===== config.mk =====
export PLATFORM = sky130hd
export DESIGN_NAME = vote_collector
export DESIGN_NICKNAME = d
export VERILOG_FILES = /design/src/rtl/vote_pkg.sv /design/src/rtl/vote_idle_timer.sv /design/src/rtl/vote_collector.sv
export SDC_FILE = /design/constraint.sdc
export NUM_CORES = 1
export LEC_CHECK = 0
export BUFFER_PORTS_ARGS = -buffer_cell sky130_fd_sc_hd__buf_2
export CORE_AREA = 2 2 39 41
export DETAILED_ROUTE_END_ITERATION = 8
export DIE_AREA = 0 0 41 43
export PLACE_DENSITY = 0.45
export REMOVE_ABC_BUFFERS = 1
export SLEW_MARGIN = 40
export SYNTH_ARGS = -nofsm -noshare
export SYNTH_HDL_FRONTEND = slang
export SYNTH_SLANG_ARGS = --single-unit

===== constraint.sdc =====
create_clock -name clk -period 1.5 [get_ports clk]
set_clock_uncertainty 0.1 [all_clocks]
set_input_delay 0 -clock clk [delete_from_list [all_inputs] [get_ports clk]]
set_output_delay 0 -clock clk [all_outputs]
set_load 0.05 [all_outputs]

===== src/rtl/vote_pkg.sv =====
// Shared state encoding and idle-counter width for the vote collector.
package vote_pkg;

    typedef enum logic [1:0] {
        VC_EMPTY = 2'd0,
        VC_HAS1  = 2'd1,
        VC_HAS2  = 2'd2,
        VC_FULL  = 2'd3
    } vc_state_e;

    localparam int unsigned VC_CNT_W = 8;

endpackage


===== src/rtl/vote_idle_timer.sv =====
// Saturating idle counter; tc_o flags the idle cycle on which the count would reach Limit.
module vote_idle_timer
    import vote_pkg::*;
#(
    parameter int unsigned Limit = 15
) (
    input  logic clk_i,
    input  logic rst_ni,
    input  logic clr_i,
    input  logic en_i,
    output logic tc_o
);

    localparam logic [VC_CNT_W-1:0] LimitC = VC_CNT_W'(Limit);

    logic [VC_CNT_W-1:0] cnt_q, cnt_d;

    always_comb begin
        tc_o  = en_i && (cnt_q == LimitC - 1'b1);
        cnt_d = cnt_q;
        // Terminal count also clears, since the owner drops back to its idle state.
        if (clr_i || tc_o) begin
            cnt_d = '0;
        end else if (en_i && (cnt_q != '1)) begin
            cnt_d = cnt_q + 1'b1;
        end
    end

    always_ff @(posedge clk_i) begin
        if (!rst_ni) begin
            cnt_q <= '0;
        end else begin
            cnt_q <= cnt_d;
        end
    end

endmodule


===== src/rtl/vote_collector.sv =====
// Collects three serial votes into vote0..vote2 behind a valid/ready handshake.
// Optional idle timeout enabled by defining VOTE_COLLECTOR_TIMEOUT_EN.
module vote_collector
    import vote_pkg::*;
#(
    parameter int unsigned TIMEOUT_CYCLES = 15
) (
    input  logic clk,
    input  logic rst_n,
    input  logic in_val,
    output logic in_rdy,
    input  logic in_vote,
    output logic out_val,
    input  logic out_rdy,
    output logic vote0,
    output logic vote1,
    output logic vote2,
    output logic timeout
);

    if ((TIMEOUT_CYCLES < 1) || (TIMEOUT_CYCLES > 255)) begin : g_bad_timeout
        $error("TIMEOUT_CYCLES out of range 1..255");
    end

    vc_state_e state_q, state_d;
    logic      accept;
    logic      idle_en;
    logic      tmo_fire;
    logic      vote0_q, vote1_q, vote2_q;

    assign accept  = in_val && in_rdy;
    assign idle_en = ((state_q == VC_HAS1) || (state_q == VC_HAS2)) && !accept;

`ifdef VOTE_COLLECTOR_TIMEOUT_EN
    logic timeout_q;

    vote_idle_timer #(
        .Limit (TIMEOUT_CYCLES)
    ) u_idle_timer (
        .clk_i  (clk),
        .rst_ni (rst_n),
        .clr_i  (!idle_en),
        .en_i   (idle_en),
        .tc_o   (tmo_fire)
    );

    always_ff @(posedge clk) begin
        if (!rst_n) begin
            timeout_q <= 1'b0;
        end else begin
            timeout_q <= tmo_fire;
        end
    end

    assign timeout = timeout_q;
`else
    assign tmo_fire = 1'b0;
    assign timeout  = 1'b0;
`endif

    always_ff @(posedge clk) begin
        if (!rst_n) begin
            state_q <= VC_EMPTY;
        end else begin
            state_q <= state_d;
        end
    end

    always_comb begin
        state_d = state_q;
        unique case (state_q)
            VC_EMPTY: if (accept) state_d = VC_HAS1;
            VC_HAS1: begin
                if (accept) state_d = VC_HAS2;
                else if (tmo_fire) state_d = VC_EMPTY;
            end
            VC_HAS2: begin
                if (accept) state_d = VC_FULL;
                else if (tmo_fire) state_d = VC_EMPTY;
            end
            VC_FULL: begin
                // A new first vote may land on the same edge the held set is consumed.
                if (out_rdy) state_d = accept ? VC_HAS1 : VC_EMPTY;
            end
            default: state_d = VC_EMPTY;
        endcase
    end

    always_comb begin
        in_rdy  = (state_q != VC_FULL) || out_rdy;
        out_val = (state_q == VC_FULL);
    end

    always_ff @(posedge clk) begin
        if (!rst_n) begin
            vote0_q <= 1'b0;
            vote1_q <= 1'b0;
            vote2_q <= 1'b0;
        end else if (accept) begin
            if ((state_q == VC_EMPTY) || (state_q == VC_FULL)) vote0_q <= in_vote;
            if (state_q == VC_HAS1) vote1_q <= in_vote;
            if (state_q == VC_HAS2) vote2_q <= in_vote;
        end
    end

    assign vote0 = vote0_q;
    assign vote1 = vote1_q;
    assign vote2 = vote2_q;

endmodule


==> results of run 1 <==
==> layout make-up <==
class                      count  area [sq um]  share of cell area [%]
clock buffer                   4         26.28                   4.965
tap                           16         20.02                   3.783
timing repair buffer          17         112.6                   21.28
multi-input combinational     26         241.5                   45.63
inverter                       7         26.28                   4.965
sequential                     5         102.6                   19.39
==> report_power, final <==
part / internal [mW] / leakage, nW / switching (mW)
Combinational: 0.253 / 0.175 / 0.318
Sequential: 0.179 / 0.0416 / 0.0350
Clock: 0.101 / 0.0150 / 0.0589
Total: 0.533 / 0.232 / 0.412
==> worst min-delay path by stage <==
stage,endpoint
floorplan,vote1$_SDFFE_PN0P_
global placement,vote2$_SDFFE_PN0P_
detailed placement,vote2$_SDFFE_PN0P_
CTS,state_q[1]$_SDFFE_PN0P_
global route,vote2$_SDFFE_PN0P_
finish,state_q[1]$_SDFFE_PN0P_
==> critical path, stage by stage (launching register included) <==
cell and delay, ns:
dfxtp_2 0.33, ha_2 0.19, nor2b_4 0.13, inv_2 0.11
buf_2 0.28
==> flip-flops by register name (all words and copies together) (netlist names) <==
name,count
vote2,1
vote1,1
state_q,2
vote0,1
==> metal layers <==
| metal | global-route usage (%) | wire length, microns | up-vias |
|---|---|---|---|
| li1 | - | - | 182 |
| met1 | 14.84 | 408 | 154 |
| met2 | 16.88 | 412 | 6 |
| met3 | 4.712 | 33 | 0 |
| met4 | 10.00 | 0 | 0 |
| met5 | 0 | 0 | - |
==> kinds of logic (layout without fill, tap and decap cells) <==
kind of cell,count (synthesis),after routing,synth area share [%]
AND/OR/NAND/NOR,8,8,18.03
other,1,1,1.019
adder cells (fa/ha/maj),5,5,17.01
flip-flops,5,5,27.21
AO/OA/AOI/OAI,12,12,27.55
buffers and inverters,8,28,9.183
==> Yosys cell counts, drive strengths merged <==
master / number / area [sq um]
o31ai: 3 / 22.52
nor2b: 1 / 13.76
a31o: 1 / 8.760
o221ai: 1 / 8.760
nand2b: 1 / 13.76
nand4b: 1 / 8.760
a221oi: 1 / 15.01
a21oi: 4 / 20.02
nand4: 3 / 18.77
o21bai: 1 / 18.77
a211oi: 1 / 7.510
nor3: 1 / 5.000
inv: 7 / 26.27
dfxtp: 5 / 100.1
buf: 1 / 7.510
ha: 5 / 62.56
conb: 1 / 3.750
and3: 1 / 6.260
==> repair_timing <==
item,in CTS,in global routing
resized for setup,0,6
setup endpoints to repair,0,4
hold buffers,3,0
endpoints found under the hold margin,5,0
==> stage by stage <==
step | TNS, ns | cells
finish | 0 | 75
global route | 0 | 75
CTS | 0 | 75
detailed placement | 0 | 68
global placement | 0 | 68
floorplan | -1.170 | 38
==> cell usage in the layout (no fill, tap or decap), types with 2 or more instances in the layout <==
master         Yosys  routed
buf_2              0       9
inv_1              6       5
buf_4              1       5
a21oi_1            4       4
nand4_1            3       3
o31ai_1            3       3
ha_2               0       3
clkbuf_4           0       3
dlygate4sd3_1      0       3
dfxtp_1            5       3
inv_2              1       2
ha_1               5       2
dfxtp_2            0       2
==> results.json, run 1 <==
{
  "synth_seq_cells": 5,
  "dieArea_sq_mm": 0.001763,
  "grt_pass1_vias": 345,
  "fmax_mhz": 719.8,
  "period_share_pct": 92.62,
  "grt_start_max_net_pins": 9,
  "place_ws_ns": 0.03925,
  "antenna_found_initial": 0,
  "detail_route.wl_per_cell_microns": 11.40,
  "post-cts-setup-buffer-count": 0,
  "criticalPathCategory": "flop to primary output",
  "worstSetupStartpointType": "flop",
  "tritoncts": "yes",
  "gp_congestion": 0.6409,
  "ys_seq_area_share_pct": 27.21,
  "crit_start": "state_q[0]$_SDFFE_PN0P_",
  "cts_htree_levels": 1,
  "nets": 70,
  "design_area_sq_um": 529.3,
  "cts_buffer_depth": 2,
  "cellLeakagePower_nw": 0.2317,
  "crit_end": "in_rdy",
  "dieHeight_microns": 43,
  "slew_violations": 0,
  "synth_warnings": 0,
  "num_rows": 14,
  "total_power_mw": 0.9450,
  "r2r_end": "state_q[0]$_SDFFE_PN0P_",
  "r2r_setup_slack_ns": 0.12,
  "worst_ep_arrival_time_ns": 1.29,
  "cts_inserted_buffers": 3,
  "die_x_microns": 41,
  "initial_core_util_pct": 26.58,
  "cts.clk_slew.worst_paths_ns": 0.05,
  "drive_above_1_share_pct": 49.15,
  "finalCriticalPeriod_ns": 1.389,
  "crit_path_end_kind": "primary output",
  "irDropWorstVdd_uv": 607.8,
  "holdWs_ns": 0.1508,
  "synthCells": 39,
  "max-cap-violations": 0,
  "grt_pass1_wl_microns": 1380,
  "io_pins": 11,
  "post_drt_via_cell_ratio": 4.560,
  "rsz0062_at_grt": "false",
  "drt_first_pass_iters": 3,
  "dr_total_vias": 342,
  "worstPathMaxFanout": 8,
  "coreArea_sq_mm": 0.001384,
  "diodes": 0,
  "clock_sinks": 5,
  "syn_area_per_cell_sq_um": 9.432,
  "r2r-start": "state_q[1]$_SDFFE_PN0P_",
  "postPlaceCellArea_sq_um": 462.9,
  "critical_path_required_ns": 1.40,
  "drc": 0,
  "initialDrtViolationCount": 3,
  "min_path_cells": 5,
  "status": "finished clean",
  "hold_violations": 0,
  "clockRootBuffer": "clkbuf_4",
  "wirelength_microns": 855,
  "ant_nets": 0,
  "setup_violations": 0,
  "grt-ovfl-total": 0,
  "power.density_mw_per_mm2": 1786,
  "io_buffer_count": 9,
  "setup_slack_ns": 0.1107,
  "grt_use_total_pct": 12.46,
  "min-delay-path-class": "primary input to flop",
  "fin_util_pct": 38.25,
  "syn2layout_area_growth_pct": 43.88,
  "n_fill_cell": 154,
  "clock_latency_ns": 0.24,
  "synth.distinct_cells": 19,
  "r2r_cells": 5,
  "hpwl_microns": 627.4,
  "holdCritStartpoint": "out_rdy",
  "netlist_area_sq_um": 367.9
}
Power figures use the tool's default switching activity.
==> run 2: changes to the inputs <==
- GPL_TIMING_DRIVEN: unset -> 0
==> results.json, run 2 (synthesized netlist as in run 1, its figures left out) <==
{
  "hpwl_microns": 585.7,
  "drc": 0,
  "clockRootBuffer": "clkbuf_4",
  "rsz0062_at_grt": "false",
  "wirelength_microns": 788,
  "crit_path_end_kind": "primary output",
  "initialDrtViolationCount": 1,
  "die_x_microns": 41,
  "grt_pass1_vias": 338,
  "grt_use_total_pct": 11.02,
  "hold_violations": 0,
  "io_buffer_count": 9,
  "tns_ns": 0,
  "drt_first_pass_iters": 2,
  "cts_inserted_buffers": 3,
  "n_fill_cell": 157,
  "wl_met1_microns": 340,
  "tritoncts": "yes",
  "max-cap-violations": 0,
  "cts.clk_slew.worst_paths_ns": 0.04,
  "r2r_setup_slack_ns": 0.10,
  "setup_violations": 0,
  "clockPowerShare_pct": 16.7,
  "drive_above_1_share_pct": 49.09,
  "fmax_mhz": 711.6,
  "internal-power_mw": 0.5151,
  "placed_cells": 63,
  "setup_slack_ns": 0.09471,
  "coreArea_sq_mm": 0.001384,
  "power.density_mw_per_mm2": 1783,
  "met2_length_microns": 403,
  "total_power_mw": 0.9346,
  "dieArea_sq_mm": 0.001763,
  "nets": 66,
  "place_ws_ns": -0.04249,
  "syn2layout_area_growth_pct": 42.52,
  "r2r_end": "state_q[0]$_SDFFE_PN0P_",
  "power.switching_mw": 0.4194,
  "r2r-start": "state_q[0]$_SDFFE_PN0P_",
  "initial_core_util_pct": 26.58,
  "gp_congestion": 0.6450,
  "worst_ep_arrival_time_ns": 1.31,
  "largest_reg_flops": 2,
  "crit_end": "in_rdy",
  "design_area_sq_um": 524.3,
  "pwr-share-comb_pct": 58.4,
  "multi_input_area_sq_um": 264.0,
  "grt_pass1_wl_microns": 1283,
  "dieHeight_microns": 43,
  "p_seq_share_pct": 24.9,
  "final_common_cell": "buf_2",
  "post_drt_via_cell_ratio": 4.718,
  "criticalPathCategory": "flop to primary output",
  "r2r_cells": 5,
  "worstPathMaxFanout": 8,
  "detail_route.wl_per_cell_microns": 11.10,
  "most-common-layout-cells": "9 x buf_2, 4 x inv_1, 4 x a21oi_1",
  "postPlaceCellArea_sq_um": 425.4,
  "final_cells": 71,
  "swShare_pct": 44.88,
  "ant_nets": 0,
  "clock_latency_ns": 0.24,
  "worstSetupStartpointType": "flop",
  "antenna_found_initial": 0,
  "diodes": 0,
  "min-delay-path-class": "primary input to flop",
  "regMostFlops": "state_q",
  "num_rows": 14,
  "grt-ovfl-total": 0,
  "status": "finished clean",
  "irDropWorstVdd_uv": 748.9,
  "slew_violations": 0,
  "wl_met3_microns": 28,
  "period_share_pct": 93.69,
  "cellLeakagePower_nw": 0.2142,
  "grt_start_max_net_pins": 9,
  "highest_layer": "met4",
  "holdWs_ns": 0.09451,
  "critical_path_required_ns": 1.40,
  "cts_buffer_depth": 2,
  "crit_start": "state_q[1]$_SDFFE_PN0P_",
  "fin_util_pct": 37.88,
  "io_pins": 11,
  "clock_sinks": 5,
  "finalCriticalPeriod_ns": 1.405,
  "cts_htree_levels": 1,
  "dr_total_vias": 335,
  "final-seq-area_sq_um": 105.1
}
-- run 2: changes by cell type in the layout (fill, tap and decap cells not counted) --
cell and delta:
buf_4 -4, dfxtp_2 -1, dfxtp_4 +1, ha_1 -1, ha_2 -1, ha_4 +2
inv_1 -1, inv_2 +1
-- run 2: worst min path at each step --
stage	start	endpoint	slack, ns	depth (start not counted)
after detailed placement	in_vote	vote2$_SDFFE_PN0P_	0.19	3
final	out_rdy	vote1$_SDFFE_PN0P_	0.09	4
after global placement	in_vote	vote1$_SDFFE_PN0P_	0.20	3
after floorplan	in_vote	vote1$_SDFFE_PN0P_	0.05	2
after CTS	out_rdy	vote0$_SDFFE_PN0P_	0.1	4
after global routing	out_rdy	vote1$_SDFFE_PN0P_	0.12	4
-- run 2: cell type report --
type	instances	area share [%]
tap	16	3.819
inverter	7	5.012
clock buffer	4	5.012
timing repair buffer	13	15.75
sequential	5	20.05
multi-input combinational	26	50.36
-- run 2: metal layers --
layer	vias up	global-route usage (%)
met1	154	13.10
met3	2	1.571
met2	8	15.94
li1	171	-
met5	-	0
met4	0	10.00
-- run 2: power groups by stage --
stage / sequential (mW) / combinational, mW / clock [mW]
after floorplan: 0.245 / 0.353 / 0
after global routing: 0.240 / 0.598 / 0.167
after global placement: 0.205 / 0.488 / 0
after CTS: 0.204 / 0.499 / 0.166
after detailed placement: 0.206 / 0.484 / 0
final: 0.233 / 0.545 / 0.156
-- run 2: critical path: stages, from the launching register on --
cell and delay (ns):
dfxtp_4 0.36, ha_2 0.19, nor2b_4 0.13, inv_2 0.10, buf_2 0.28
-- run 2: repair_timing --
action,in CTS,in global routing
endpoints found under the setup margin,1,2
hold endpoints to repair,5,0
gates resized for setup,2,9
hold buffers,3,0
buffers inserted,0,1
